`config.mk`:
```
export PLATFORM = sky130hd
export DESIGN_NAME = regfile_write_arbiter
export DESIGN_NICKNAME = d
export VERILOG_FILES = /design/src/rtl/regfile_write_arbiter.sv
export SDC_FILE = /design/constraint.sdc
export NUM_CORES = 1
export LEC_CHECK = 0
export ABC_CLOCK_PERIOD_IN_PS = 4700
export BUFFER_PORTS_ARGS = -buffer_cell sky130_fd_sc_hd__buf_2
export CAP_MARGIN = 20
export CORE_ASPECT_RATIO = 0.6
export CORE_UTILIZATION = 45
export CTS_CLUSTER_DIAMETER = 40
export CTS_CLUSTER_SIZE = 40
export DETAILED_ROUTE_END_ITERATION = 10
export GPL_TIMING_DRIVEN = 1
export HOLD_SLACK_MARGIN = 0.05
export PLACE_DENSITY = 0.73
export SYNTH_ARGS = -nofsm -noshare
export SYNTH_HDL_FRONTEND = slang
export SYNTH_SLANG_ARGS = --single-unit
```
`constraint.sdc`:
```
create_clock -name clk -period 4.7 [get_ports clk]
set_input_delay 0 -clock clk [delete_from_list [all_inputs] [get_ports clk]]
set_output_delay 0 -clock clk [all_outputs]
set_load 0.01 [all_outputs]
```
`src/rtl/regfile_write_arbiter.sv`:
```
// regfile_write_arbiter
//   Shares the register file's single write port between NUM_REQ result
//   producers with round-robin arbitration. The winning request is registered
//   onto the write port one cycle after acceptance. A pending-write scoreboard
//   (one bit per register) tracks reserved destinations so issue logic can
//   detect RAW/WAW hazards.
//
// Ports:
//   clk, reset              rising-edge clock, asynchronous active-low reset
//   req_valid/req_ready     per-requester write handshake (ready is one-hot or zero)
//   req_reg/req_data        packed per-requester destination index and data
//   rsv_valid/rsv_reg       reservation request from issue; rsv_ready accepts it
//   chk_reg1/chk_reg2       hazard-check indices; chk_busy1/chk_busy2 report pending
//   rf_write_*              registered write port to the register file
//   pending_mask            scoreboard state, bit r = register r reserved
//
// Handshake: a transfer happens on a rising edge where valid and ready are both
// high. A requester holds valid, reg and data stable until accepted; ready never
// depends on the requester's own ready, only on valids and the round-robin
// pointer. rsv_valid/rsv_ready follows the same rule.
module regfile_write_arbiter #(
  parameter int NUM_REQ    = 3,
  parameter int DATA_WIDTH = 16,
  parameter int ADDR_WIDTH = 4
) (
  input  logic                           clk,
  input  logic                           reset,
  input  logic [NUM_REQ-1:0]             req_valid,
  output logic [NUM_REQ-1:0]             req_ready,
  input  logic [NUM_REQ*ADDR_WIDTH-1:0]  req_reg,
  input  logic [NUM_REQ*DATA_WIDTH-1:0]  req_data,
  input  logic                           rsv_valid,
  input  logic [ADDR_WIDTH-1:0]          rsv_reg,
  output logic                           rsv_ready,
  input  logic [ADDR_WIDTH-1:0]          chk_reg1,
  input  logic [ADDR_WIDTH-1:0]          chk_reg2,
  output logic                           chk_busy1,
  output logic                           chk_busy2,
  output logic                           rf_write_enable,
  output logic [ADDR_WIDTH-1:0]          rf_write_reg,
  output logic [DATA_WIDTH-1:0]          rf_write_data,
  output logic [2**ADDR_WIDTH-1:0]       pending_mask
);

  localparam int NUM_REGS = 2**ADDR_WIDTH;
  localparam int PTR_W    = (NUM_REQ > 1) ? $clog2(NUM_REQ) : 1;

  logic [PTR_W-1:0]      last_grant;
  logic [PTR_W-1:0]      grant_idx;
  logic [PTR_W-1:0]      idx;
  logic [NUM_REQ-1:0]    grant;
  logic                  found;
  logic                  transfer;
  logic [ADDR_WIDTH-1:0] sel_reg;
  logic [DATA_WIDTH-1:0] sel_data;
  logic                  rsv_fire;
  logic [NUM_REGS-1:0]   pending_next;

  // Round-robin search starting one past the last winner, wrapping around.
  always_comb begin
    grant     = '0;
    grant_idx = '0;
    idx       = '0;
    found     = 1'b0;
    for (int k = 1; k <= NUM_REQ; k++) begin
      idx = PTR_W'((int'(last_grant) + k) % NUM_REQ);
      if (!found && req_valid[idx]) begin
        grant[idx] = 1'b1;
        grant_idx  = idx;
        found      = 1'b1;
      end
    end
  end

  assign req_ready = reset ? grant : '0;
  assign transfer  = |req_ready;
  assign sel_reg   = req_reg[grant_idx*ADDR_WIDTH +: ADDR_WIDTH];
  assign sel_data  = req_data[grant_idx*DATA_WIDTH +: DATA_WIDTH];

  always_ff @(posedge clk or negedge reset) begin
    if (!reset) begin
      last_grant      <= PTR_W'(NUM_REQ - 1);
      rf_write_enable <= 1'b0;
      rf_write_reg    <= '0;
      rf_write_data   <= '0;
    end else begin
      rf_write_enable <= transfer;
      if (transfer) begin
        last_grant    <= grant_idx;
        rf_write_reg  <= sel_reg;
        rf_write_data <= sel_data;
      end
    end
  end

  // Scoreboard. A pending register stalls a new reservation (no WAW).
  assign rsv_ready = reset & ~pending_mask[rsv_reg];
  assign rsv_fire  = rsv_valid & rsv_ready;
  assign chk_busy1 = pending_mask[chk_reg1];
  assign chk_busy2 = pending_mask[chk_reg2];

  // Clear on commit first, then set, so a same-edge reservation wins.
  always_comb begin
    pending_next = pending_mask;
    if (rf_write_enable) pending_next[rf_write_reg] = 1'b0;
    if (rsv_fire)        pending_next[rsv_reg]      = 1'b1;
  end

  always_ff @(posedge clk or negedge reset) begin
    if (!reset) pending_mask <= '0;
    else        pending_mask <= pending_next;
  end

endmodule

```
==> results of run 1 <==
[cell usage after synthesis (all sizes together) (2+ instances only)]
master / instances
dfrtp: 38
o21ai: 36
a21oi: 24
mux2i: 23
nor2: 22
mux2: 21
mux4: 15
buf: 11
nand2: 9
nand2b: 9
clkbuf: 8
ha: 4
inv: 4
and2: 3
nand3b: 3
nor2b: 3
a211oi: 2
nand3: 2
o211ai: 2
o21bai: 2
or2: 2
or4b: 2
[repair_timing]
| item | in CTS | in global routing |
|---|---|---|
| gates resized for setup | 0 | 0 |
| hold buffers | 1 | 0 |
| endpoints found under the hold margin | 38 | 0 |
| setup buffers | 0 | 0 |
[final cells by class]
type	instances	area, um^2	share of cell area, %
Clock buffer	7	86.33	2.429
Clock inverter	1	5.005	0.1408
Inverter	4	15.01	0.4224
Multi-Input combinational cell	203	1733	48.75
Sequential cell	39	977.2	27.49
Tap cell	84	105.1	2.957
Timing Repair Buffer	124	633.1	17.81
[worst register-to-register path, stage by stage, from the launching register on]
cell                       delay [ns]
sky130_fd_sc_hd__dfrtp_1         0.40
sky130_fd_sc_hd__inv_1           0.08
sky130_fd_sc_hd__ha_1            0.49
sky130_fd_sc_hd__and4bb_2        0.43
sky130_fd_sc_hd__nor4b_1         0.09
sky130_fd_sc_hd__a211oi_4        0.59
sky130_fd_sc_hd__buf_4           0.36
sky130_fd_sc_hd__mux2i_1         0.23
sky130_fd_sc_hd__a21oi_1         0.09
sky130_fd_sc_hd__mux2_4          0.27
[how the worst min path moves through the flow]
stage / to / depth (start not counted)
after floorplan: last_grant[0] / 0
after global placement: rf_write_data[3] / 2
after detailed placement: rf_write_data[3] / 2
after CTS: rf_write_data[11] / 4
after global routing: rf_write_data[11] / 4
final: rf_write_data[0] / 4
[per-stage QoR]
step                      setup slack, ns  utilization [%]  total power [mW]  hold WS [ns]
after floorplan                     2.187                -             1.766       -0.2956
after global placement              1.650            56.51             2.099        0.1157
after detailed placement            1.542            56.51             2.136        0.1201
after CTS                           1.534            58.17             2.379       0.08479
after global routing                1.358            58.17             2.551        0.1019
final                               1.550            58.17             2.373       0.09200
[power by group]
group	internal, mW	switching, mW	leakage, nW	total, mW
Combinational	0.745	0.674	1.15	1.42
Sequential	0.513	0.207	0.452	0.720
Clock	0.118	0.115	0.0482	0.233
Total	1.38	0.996	1.65	2.37
[placed cells by master (no fill, tap or decap), drive strengths merged, types with 4 or more instances in the layout]
cell type  Yosys  final
nand2          9      9
nor2          22     22
dfrtp         38     38
nand2b         9      9
o21ai         36     36
clkbuf         8      7
mux2i         23     23
mux2          21     21
inv            4      4
ha             4      4
a21oi         24     24
mux4          15     15
buf           11    123
[kinds of logic (layout without fill, tap and decap cells)]
kind of cell               count (synthesis)  in the layout  synth area share, %
adders and majority gates                  4              4                1.753
muxes                                     59             59                30.54
DFF                                       39             39                34.22
AOI/OAI and AO/OA                         75             75                14.94
and+or+nand+nor                           65             65                13.19
buffers and inverters                     23            136                5.346
[layer usage]
layer | wire length (um) | vias up | global-route usage (%)
met2 | 3152 | 162 | 35.43
met5 | 0 | - | 0
met3 | 742 | 8 | 5.487
met4 | 69 | 0 | 5.634
met1 | 3363 | 1258 | 33.20
li1 | - | 1208 | -
==> flow_metrics.env, run 1 <==
export IMPL_run_status="complete, no violations"
export IMPL_grt_usage_pct=23.19
export IMPL_yosysSeqAreaShare_pct=34.22
export IMPL_fp_dieH_um=63.70
export IMPL_post_synth_instance_area_um2=2855
export IMPL_worst_pin_slew_ns=0.6289
export IMPL_fp_coreArea_um2=6111
export IMPL_max_clock_freq_ghz=0.3174
export IMPL_grt_pass1_vias=2458
export IMPL_finalClockSkew_ns=0.008133
export IMPL_synth_ff_latch_count=39
export IMPL_place_hpwl_um=5585
export IMPL_setup_viol=0
export IMPL_clkTransAtPathRegs_ns=0.08
export IMPL_cts_tree="built"
export IMPL_routed_via_density=5.706
export IMPL_worst_setup_path_endpoint="rf_write_data[6]"
export IMPL_grt_antenna_before_repair=0
export IMPL_worst_path_largest_cell_delay_ns=0.59
export IMPL_timing_worst_setup_path_type="register to register"
export IMPL_grt_pass1_wl_um=12150
export IMPL_ir_drop_v=0.0002572
export IMPL_yosys_warnings=0
export IMPL_placed_cells=453
export IMPL_reg2reg_start="last_grant[0]"
export IMPL_drive_gt1_share_pct=46.30
export IMPL_ff_to_ff_end="rf_write_data[6]"
export IMPL_fin_tns_setup_ns=0
export IMPL_die_w_um=104.8
export IMPL_synth_area_leader_cell="sky130_fd_sc_hd__dfrtp_1"
export IMPL_detail_route_wl_per_cell_um=15.86
export IMPL_grt_setup_unrepaired="no"
export IMPL_start_util_pct=46.72
export IMPL_yosysUniqueCellTypes=50
export IMPL_postSynthNetCount=347
export IMPL_fp_row_count=22
export IMPL_critical_path_arrival_ns=3.32
export IMPL_worst_ep_required_time_ns=4.87
export IMPL_layout_cells_non_filler=462
export IMPL_r2r_setup_slack_ns=1.55
export IMPL_final_max_slew_violation_count=0
export IMPL_cp_depth=9
export IMPL_r2r_cells=9
export IMPL_period_needed_ns=3.150
export IMPL_timing_critical_path_fanout_max=18
export IMPL_dominantRegCellSynth="sky130_fd_sc_hd__dfrtp_1"
export IMPL_n_fill_cell=545
export IMPL_synth_area_leaders="sky130_fd_sc_hd__dfrtp_1, sky130_fd_sc_hd__mux4_2, sky130_fd_sc_hd__mux2_4, sky130_fd_sc_hd__mux2i_1, sky130_fd_sc_hd__o21ai_0"
export IMPL_post_synth_top_area_fraction_pct=33.30
export IMPL_antenna_cells=0
export IMPL_report_final_hold_viol_count=0
export IMPL_cts_root_buf="sky130_fd_sc_hd__clkbuf_8"
export IMPL_finalInstanceArea_um2=3555
export IMPL_max_slew_margin_rel_pct=57.94
export IMPL_timing_critical_path_buf_inv=2
export IMPL_cp_cell_sequence="inv_1 > ha_1 > and4bb_2 > nor4b_1 > a211oi_4 > buf_4 > mux2i_1 > a21oi_1 > mux2_4"
export IMPL_synth_edff_count=0
export IMPL_finalNetCount=459
export IMPL_detailroute_via_count=2636
export IMPL_power_density_nw_per_um2=667.6
export IMPL_static_leakage_power_nw=1.655
export IMPL_design_portCount=121
export IMPL_cts_root_to_sink_buffers=2
export IMPL_clock_latency_ns=0.28
export IMPL_launching_element_of_the_worst_setup_path="last_grant[0]"
export IMPL_area_growth_syn_to_layout_pct=24.50
export IMPL_critical_path_startpoint_type="register"
export IMPL_worst_hold_path_type="input pin to register"
export IMPL_syn_instance_count=265
export IMPL_cts_sinks=39
export IMPL_grt_remaining_overflow=0
export IMPL_numPortBuffers=120
export IMPL_largest_net_degree_at_the_start_of_global_routing=46
export IMPL_path_delay_family="compound AO/OA/AOI/OAI gates"
export IMPL_post_route_fraction_of_the_period_consumed_by_the_critical_path_pct=67.03
export IMPL_post_route_drc_count=0
export IMPL_cpMaxStageDelayCell="sky130_fd_sc_hd__a211oi_4"
export IMPL_cts_buffers=5
export IMPL_dieArea_um2=6678
export IMPL_avgSynthCellArea_um2=10.77
export IMPL_synthArstFlopShare_pct=100.0
export IMPL_drt_pre_antenna_iters=4
export IMPL_detail_route_antenna_nets=0
export IMPL_place_gp_congestion=0.8833
export IMPL_drt_iter0_drc=214
export IMPL_endpoint_kind="register"
export IMPL_clock_tree_htree_level_count=2
export IMPL_placed_cell_area_um2=3453
export IMPL_routed_wl_um=7327
export IMPL_holdCritStartpoint="req_data[32]"
export IMPL_max_cap_violations=0
No activity file was read; power rests on OpenSTA's default activity.
==> run 2: changes to the inputs <==
--- a/config.mk
+++ b/config.mk
@@ -5,7 +5,7 @@
 export SDC_FILE = /design/constraint.sdc
 export NUM_CORES = 1
 export LEC_CHECK = 0
-export ABC_CLOCK_PERIOD_IN_PS = 4700
+export ABC_CLOCK_PERIOD_IN_PS = 3300
 export BUFFER_PORTS_ARGS = -buffer_cell sky130_fd_sc_hd__buf_2
 export CAP_MARGIN = 20
 export CORE_ASPECT_RATIO = 0.6
==> constraint.sdc (replaced) <==
create_clock -name clk -period 3.3 [get_ports clk]
set_input_delay 0 -clock clk [delete_from_list [all_inputs] [get_ports clk]]
set_output_delay 0 -clock clk [all_outputs]
set_load 0.01 [all_outputs]
==> run 2 against run 1 <==
  * Final cell count up 0.43%
  * Final area grew 1.5%
  * Die area did not move
  * Combinational power increased by 45%
  * Clock skew decreased by 0.0028 ns
  * Wire length rose by 0.64%
  * Non-clock buffer count is 2 higher
  * Count of clock-buffer cells in the layout is 1 lower
  * Worst setup slack worse by 1.2 ns
  * Sequential cell count stayed put
  * Power grew 48%
==> flow_metrics.env, run 2 (same netlist as run 1, synthesis figures left out) <==
export IMPL_fp_coreArea_um2=6111
export IMPL_power_density_nw_per_um2=973.0
export IMPL_static_leakage_power_nw=1.680
export IMPL_worst_pin_slew_ns=0.7262
export IMPL_timing_worst_setup_path_type="register to register"
export IMPL_grt_remaining_overflow=0
export IMPL_dieArea_um2=6678
export IMPL_largest_net_degree_at_the_start_of_global_routing=29
export IMPL_launching_element_of_the_worst_setup_path="last_grant[1]"
export IMPL_fin_tns_setup_ns=0
export IMPL_endpoint_kind="register"
export IMPL_cts_root_to_sink_buffers=2
export IMPL_grt_usage_pct=23.02
export IMPL_worst_hold_path_type="input pin to register"
export IMPL_met2WireLength_um=3156
export IMPL_combPwrFrac_pct=58.6
export IMPL_clock_latency_ns=0.29
export IMPL_whs_ns=0.08797
export IMPL_start_util_pct=46.72
export IMPL_routed_wl_um=7374
export IMPL_die_w_um=104.8
export IMPL_drt_iter0_drc=159
export IMPL_post_route_drc_count=0
export IMPL_placed_cell_area_um2=3481
export IMPL_report_final_hold_viol_count=0
export IMPL_cpMaxStageDelayCell="sky130_fd_sc_hd__a211oi_4"
export IMPL_grt_pass1_wl_um=11980
export IMPL_finalInstanceArea_um2=3608
export IMPL_critical_path_arrival_ns=3.12
export IMPL_routed_via_density=5.522
export IMPL_max_cap_violations=0
export IMPL_timing_critical_path_fanout_max=12
export IMPL_setup_viol=0
export IMPL_place_hpwl_um=5520
export IMPL_cts_sinks=39
export IMPL_place_gp_congestion=0.8539
export IMPL_power_mw=3.511
export IMPL_grt_pass1_vias=2393
export IMPL_drt_pre_antenna_iters=4
export IMPL_grt_antenna_before_repair=0
export IMPL_detailroute_via_count=2562
export IMPL_finalNetCount=461
export IMPL_path_delay_family="compound AO/OA/AOI/OAI gates"
export IMPL_detail_route_wl_per_cell_um=15.89
export IMPL_power_report_internal_total_mw=2.074
export IMPL_post_route_fraction_of_the_period_consumed_by_the_critical_path_pct=89.02
export IMPL_clock_tree_htree_level_count=2
export IMPL_reg2reg_start="last_grant[1]"
export IMPL_holdCritStartpoint="req_data[32]"
export IMPL_cts_root_buf="sky130_fd_sc_hd__clkbuf_8"
export IMPL_cp_cell_sequence="ha_1 > and4b_1 > nor4b_1 > a211oi_4 > buf_12 > mux2i_1 > a21oi_1 > mux2_4"
export IMPL_reg_power_share_pct=29.4
export IMPL_clkTransAtPathRegs_ns=0.08
export IMPL_max_clock_freq_ghz=0.3404
export IMPL_worst_ep_required_time_ns=3.48
export IMPL_routed_wl_met3_um=635
export IMPL_critical_path_startpoint_type="register"
export IMPL_max_slew_margin_rel_pct=51.43
export IMPL_drive_gt1_share_pct=46.84
export IMPL_layout_cells_most_common_list="sky130_fd_sc_hd__buf_2, sky130_fd_sc_hd__dfrtp_1, sky130_fd_sc_hd__o21ai_0"
export IMPL_met1Wirelength_um=3551
export IMPL_area_growth_syn_to_layout_pct=26.38
export IMPL_numPortBuffers=120
export IMPL_switching_share_pct=40.94
export IMPL_worst_path_largest_cell_delay_ns=0.64
export IMPL_clock_power_share_pct=12.0
export IMPL_run_status="complete, no violations"
export IMPL_grt_setup_unrepaired="no"
export IMPL_design_portCount=121
export IMPL_power_net_switching_mw=1.438
export IMPL_ir_drop_v=0.0004009
export IMPL_detail_route_antenna_nets=0
export IMPL_placed_cells=455
export IMPL_final_max_slew_violation_count=0
export IMPL_cts_buffers=5
export IMPL_antenna_cells=0
export IMPL_layout_cells_most_common="sky130_fd_sc_hd__buf_2"
export IMPL_cts_tree="built"
export IMPL_finalClockSkew_ns=0.005380
export IMPL_period_needed_ns=2.938
export IMPL_postCtsResizedCells=0
export IMPL_fp_row_count=22
export IMPL_fp_dieH_um=63.70
export IMPL_timing_critical_path_buf_inv=1
export IMPL_layout_cells_non_filler=464
export IMPL_dr_max_layer_used="met4"
run 2: cell types whose count changed in the layout (fill, tap and decap cells not counted), sizes merged:
cell,previous run,this run
bufinv,0,1
buf,123,125
clkbuf,7,6
run 2: power by group through the flow:
stage               Combinational, mW  Sequential [mW]  Clock [mW]
finish                           2.06             1.03       0.420
floorplan                        1.49             1.02           0
global route                     2.26             1.06       0.448
CTS                              2.06             1.02       0.428
global placement                 2.02             1.01           0
detailed placement               2.06             1.03           0
run 2: what timing repair did:
action / 4_1_cts / 5_1_grt
endpoints found under the hold margin: 12 / 0
hold buffers: 1 / 0
setup endpoints to repair: 0 / 0
buffers inserted: 0 / 0
run 2: path summary, 6_finish.rpt:
| kind | end | slack, ns | depth (start not counted) |
|---|---|---|---|
| max | rf_write_data[5] | 0.36 | 8 |
| max in group asynchronous | last_grant[1] | 2.37 | 3 |
| min | rf_write_data[0] | 0.09 | 4 |
| min reg2reg | rf_write_data[1] | 0.51 | 1 |
| min in group asynchronous | rf_write_data[3] | 0.17 | 2 |
| max reg2reg | rf_write_data[5] | 0.36 | 8 |
run 2: final cells by class:
| type | count | area (um^2) |
|---|---|---|
| clock buffer | 6 | 82.58 |
| clock inverter | 2 | 35.03 |
| fill | 526 | 2502 |
| inverter | 4 | 15.01 |
| multi-input combinational | 203 | 1733 |
| sequential | 39 | 977.2 |
| tap | 84 | 105.1 |
| timing repair buffer | 126 | 660.6 |
run 2: tightest hold or removal path: stages:
cell and delay [ns]:
sky130_fd_sc_hd__buf_2 0.07, sky130_fd_sc_hd__nor2_1 0.03, sky130_fd_sc_hd__a21oi_1 0.10, sky130_fd_sc_hd__mux2_2 0.14
run 2: layer usage:
metal  vias up  global-route usage (%)
li1       1222                       -
met1      1200                   34.27
met2       136                   34.11
met3         4                   4.658
met4         0                   5.634
met5         -                       0
run 2: per-stage QoR:
step                utilization [%]  setup WS (ns)
floorplan                         -         0.7873
finish                        59.05         0.3623
global placement              56.96         0.4681
detailed placement            56.96         0.4013
global route                  59.05         0.2140
CTS                           59.05         0.3952
==> run 3: changes to the inputs <==
--- a/config.mk
+++ b/config.mk
@@ -8,7 +8,6 @@
 export ABC_CLOCK_PERIOD_IN_PS = 3300
 export BUFFER_PORTS_ARGS = -buffer_cell sky130_fd_sc_hd__buf_2
 export CAP_MARGIN = 20
-export CORE_ASPECT_RATIO = 0.6
 export CORE_UTILIZATION = 45
 export CTS_CLUSTER_DIAMETER = 40
 export CTS_CLUSTER_SIZE = 40
==> run 3 against run 2 <==
  * Register-to-register slack better by 0.05 ns
  * Combinational power is 4% higher
  * Critical path type unchanged
  * Sequential share of layout area is 0.32 points lower
  * Non-clock buffer count is 9 higher
  * Critical path depth is 1 higher
==> flow_metrics.env, run 3 (same netlist as run 1, synthesis figures left out) <==
export IMPL_run_status="complete, no violations"
export IMPL_cts_buffers=5
export IMPL_design_portCount=121
export IMPL_max_slew_margin_rel_pct=65.50
export IMPL_dp_worst_setup_slack_ns=0.1740
export IMPL_grt_remaining_overflow=0
export IMPL_grt_pass1_wl_um=11580
export IMPL_worst_pin_slew_ns=0.5103
export IMPL_place_gp_congestion=0.8788
export IMPL_grt_met3_usage_pct=4.778
export IMPL_numPortBuffers=120
export IMPL_postCtsResizedCells=0
export IMPL_fin_tns_setup_ns=0
export IMPL_ir_drop_v=0.0005081
export IMPL_detailroute_via_count=2614
export IMPL_n_fill_cell=553
export IMPL_max_cap_violations=0
export IMPL_cts_tree="built"
export IMPL_cts_root_buf="sky130_fd_sc_hd__clkbuf_8"
export IMPL_die_w_um=81.66
export IMPL_finalClockSkew_ns=0.009014
export IMPL_fp_row_count=28
export IMPL_fp_dieH_um=81.66
export IMPL_routed_wl_um=7441
export IMPL_placed_cells=448
export IMPL_placed_cell_area_um2=3472
export IMPL_finalNetCount=470
export IMPL_routed_via_density=5.634
export IMPL_layout_cells_most_common_list="sky130_fd_sc_hd__buf_2, sky130_fd_sc_hd__dfrtp_1, sky130_fd_sc_hd__o21ai_0"
export IMPL_period_needed_ns=2.888
export IMPL_worst_ep_required_time_ns=3.47
export IMPL_drt_iter0_drc=125
export IMPL_static_leakage_power_nw=1.724
export IMPL_layout_cells_non_filler=464
export IMPL_grt_usage_pct=22.82
export IMPL_layout_cells_most_common="sky130_fd_sc_hd__buf_2"
export IMPL_area_growth_syn_to_layout_pct=27.91
export IMPL_antenna_cells=0
export IMPL_grt_pass1_vias=2446
export IMPL_largest_net_degree_at_the_start_of_global_routing=44
export IMPL_cp_cell_sequence="inv_1 > ha_1 > buf_4 > nand2b_1 > o21ai_0 > o21ai_1 > a2111o_1 > nand2_4 > mux2_2"
export IMPL_top_usage_layer="met2"
export IMPL_grt_setup_unrepaired="no"
export IMPL_power_density_nw_per_um2=974.8
export IMPL_timing_worst_setup_path_type="register to register"
export IMPL_place_hpwl_um=5637
export IMPL_met2_usage_pct=39.33
export IMPL_clkTransAtPathRegs_ns=0.08
export IMPL_dieArea_um2=6668
export IMPL_max_clock_freq_ghz=0.3462
export IMPL_post_route_drc_count=0
export IMPL_worst_case_setup_margin_in_the_final_layout_ns=0.4117
export IMPL_clock_tree_htree_level_count=2
export IMPL_grt_antenna_before_repair=0
export IMPL_cts_root_to_sink_buffers=2
export IMPL_drive_gt1_share_pct=48.07
export IMPL_critical_path_startpoint_type="register"
export IMPL_critical_path_arrival_ns=3.06
export IMPL_clock_latency_ns=0.29
export IMPL_finalInstanceArea_um2=3652
export IMPL_power_mw=3.560
export IMPL_report_final_hold_viol_count=0
export IMPL_drt_pre_antenna_iters=4
export IMPL_detail_route_wl_per_cell_um=16.04
export IMPL_worst_path_largest_cell_delay_ns=0.44
export IMPL_worst_hold_path_type="input pin to register"
export IMPL_start_util_pct=47.38
export IMPL_cpMaxStageDelayCell="sky130_fd_sc_hd__a2111o_1"
export IMPL_setup_viol=0
export IMPL_detail_route_antenna_nets=0
export IMPL_grt_util_met1_pct=27.33
export IMPL_r2r_cells=9
export IMPL_final_max_slew_violation_count=0
export IMPL_cts_sinks=39
export IMPL_endpoint_kind="register"
export IMPL_fp_coreArea_um2=6026
export IMPL_post_route_fraction_of_the_period_consumed_by_the_critical_path_pct=87.53
export IMPL_worst_hold_path_num_cells=4
export IMPL_timing_critical_path_fanout_max=23
[run 3: per-stage QoR]
| step | hold slack [ns] | util (%) |
|---|---|---|
| final | 0.09615 | 60.61 |
| after global routing | 0.1073 | 60.61 |
| after CTS | 0.09544 | 59.74 |
| after detailed placement | 0.2481 | 57.62 |
| after global placement | 0.2513 | 57.62 |
| after floorplan | -0.2956 | - |
[run 3: what timing repair did]
item / in CTS / in global routing
hold endpoints to repair: 38 / 0
setup endpoints to repair: 0 / 6
hold buffers: 1 / 0
buffers inserted: 0 / 7
[run 3: path summary, 6_finish.rpt]
check | start | end | slack [ns]
setup / recovery | last_grant[0] | last_grant[0] | 0.41
hold / removal | req_data[32] | rf_write_data[0] | 0.1
setup reg to reg | last_grant[0] | last_grant[0] | 0.41
hold reg to reg | rf_write_data[6] | rf_write_data[6] | 0.51
max in group asynchronous | reset | last_grant[1] | 2.46
min in group asynchronous | reset | pending_mask[6] | 0.47
[run 3: critical path: cells and delay by family, from the launching register on]
kind            cells  cell delay [ns]
compound gates      3             0.80
simple gates        2             0.53
flops               1             0.39
mux                 1             0.38
fa+ha+maj           1             0.36
buf+inv             2             0.28
[run 3: layout make-up]
type / instances / area, um^2 / area share [%]
clock inverters: 2 / 35.03 / 0.9592
repair buffers: 135 / 715.7 / 19.60
well taps: 75 / 93.84 / 2.569
flip-flops and latches: 39 / 977.2 / 26.76
multi-input cells: 203 / 1733 / 47.45
clock buffers: 6 / 82.58 / 2.261
inverters: 4 / 15.01 / 0.4111
[run 3: report_power, final]
group / leakage [nW] / internal [mW] / switching (mW)
Combinational: 1.21 / 1.16 / 0.985
Clock: 0.0612 / 0.245 / 0.169
Sequential: 0.452 / 0.731 / 0.274
Total: 1.72 / 2.13 / 1.43
[run 3: routing by layer]
metal / routed length (um) / up-vias
met5: 0 / -
met4: 173 / 0
met3: 542 / 16
met2: 3749 / 140
met1: 2976 / 1229
li1: - / 1229
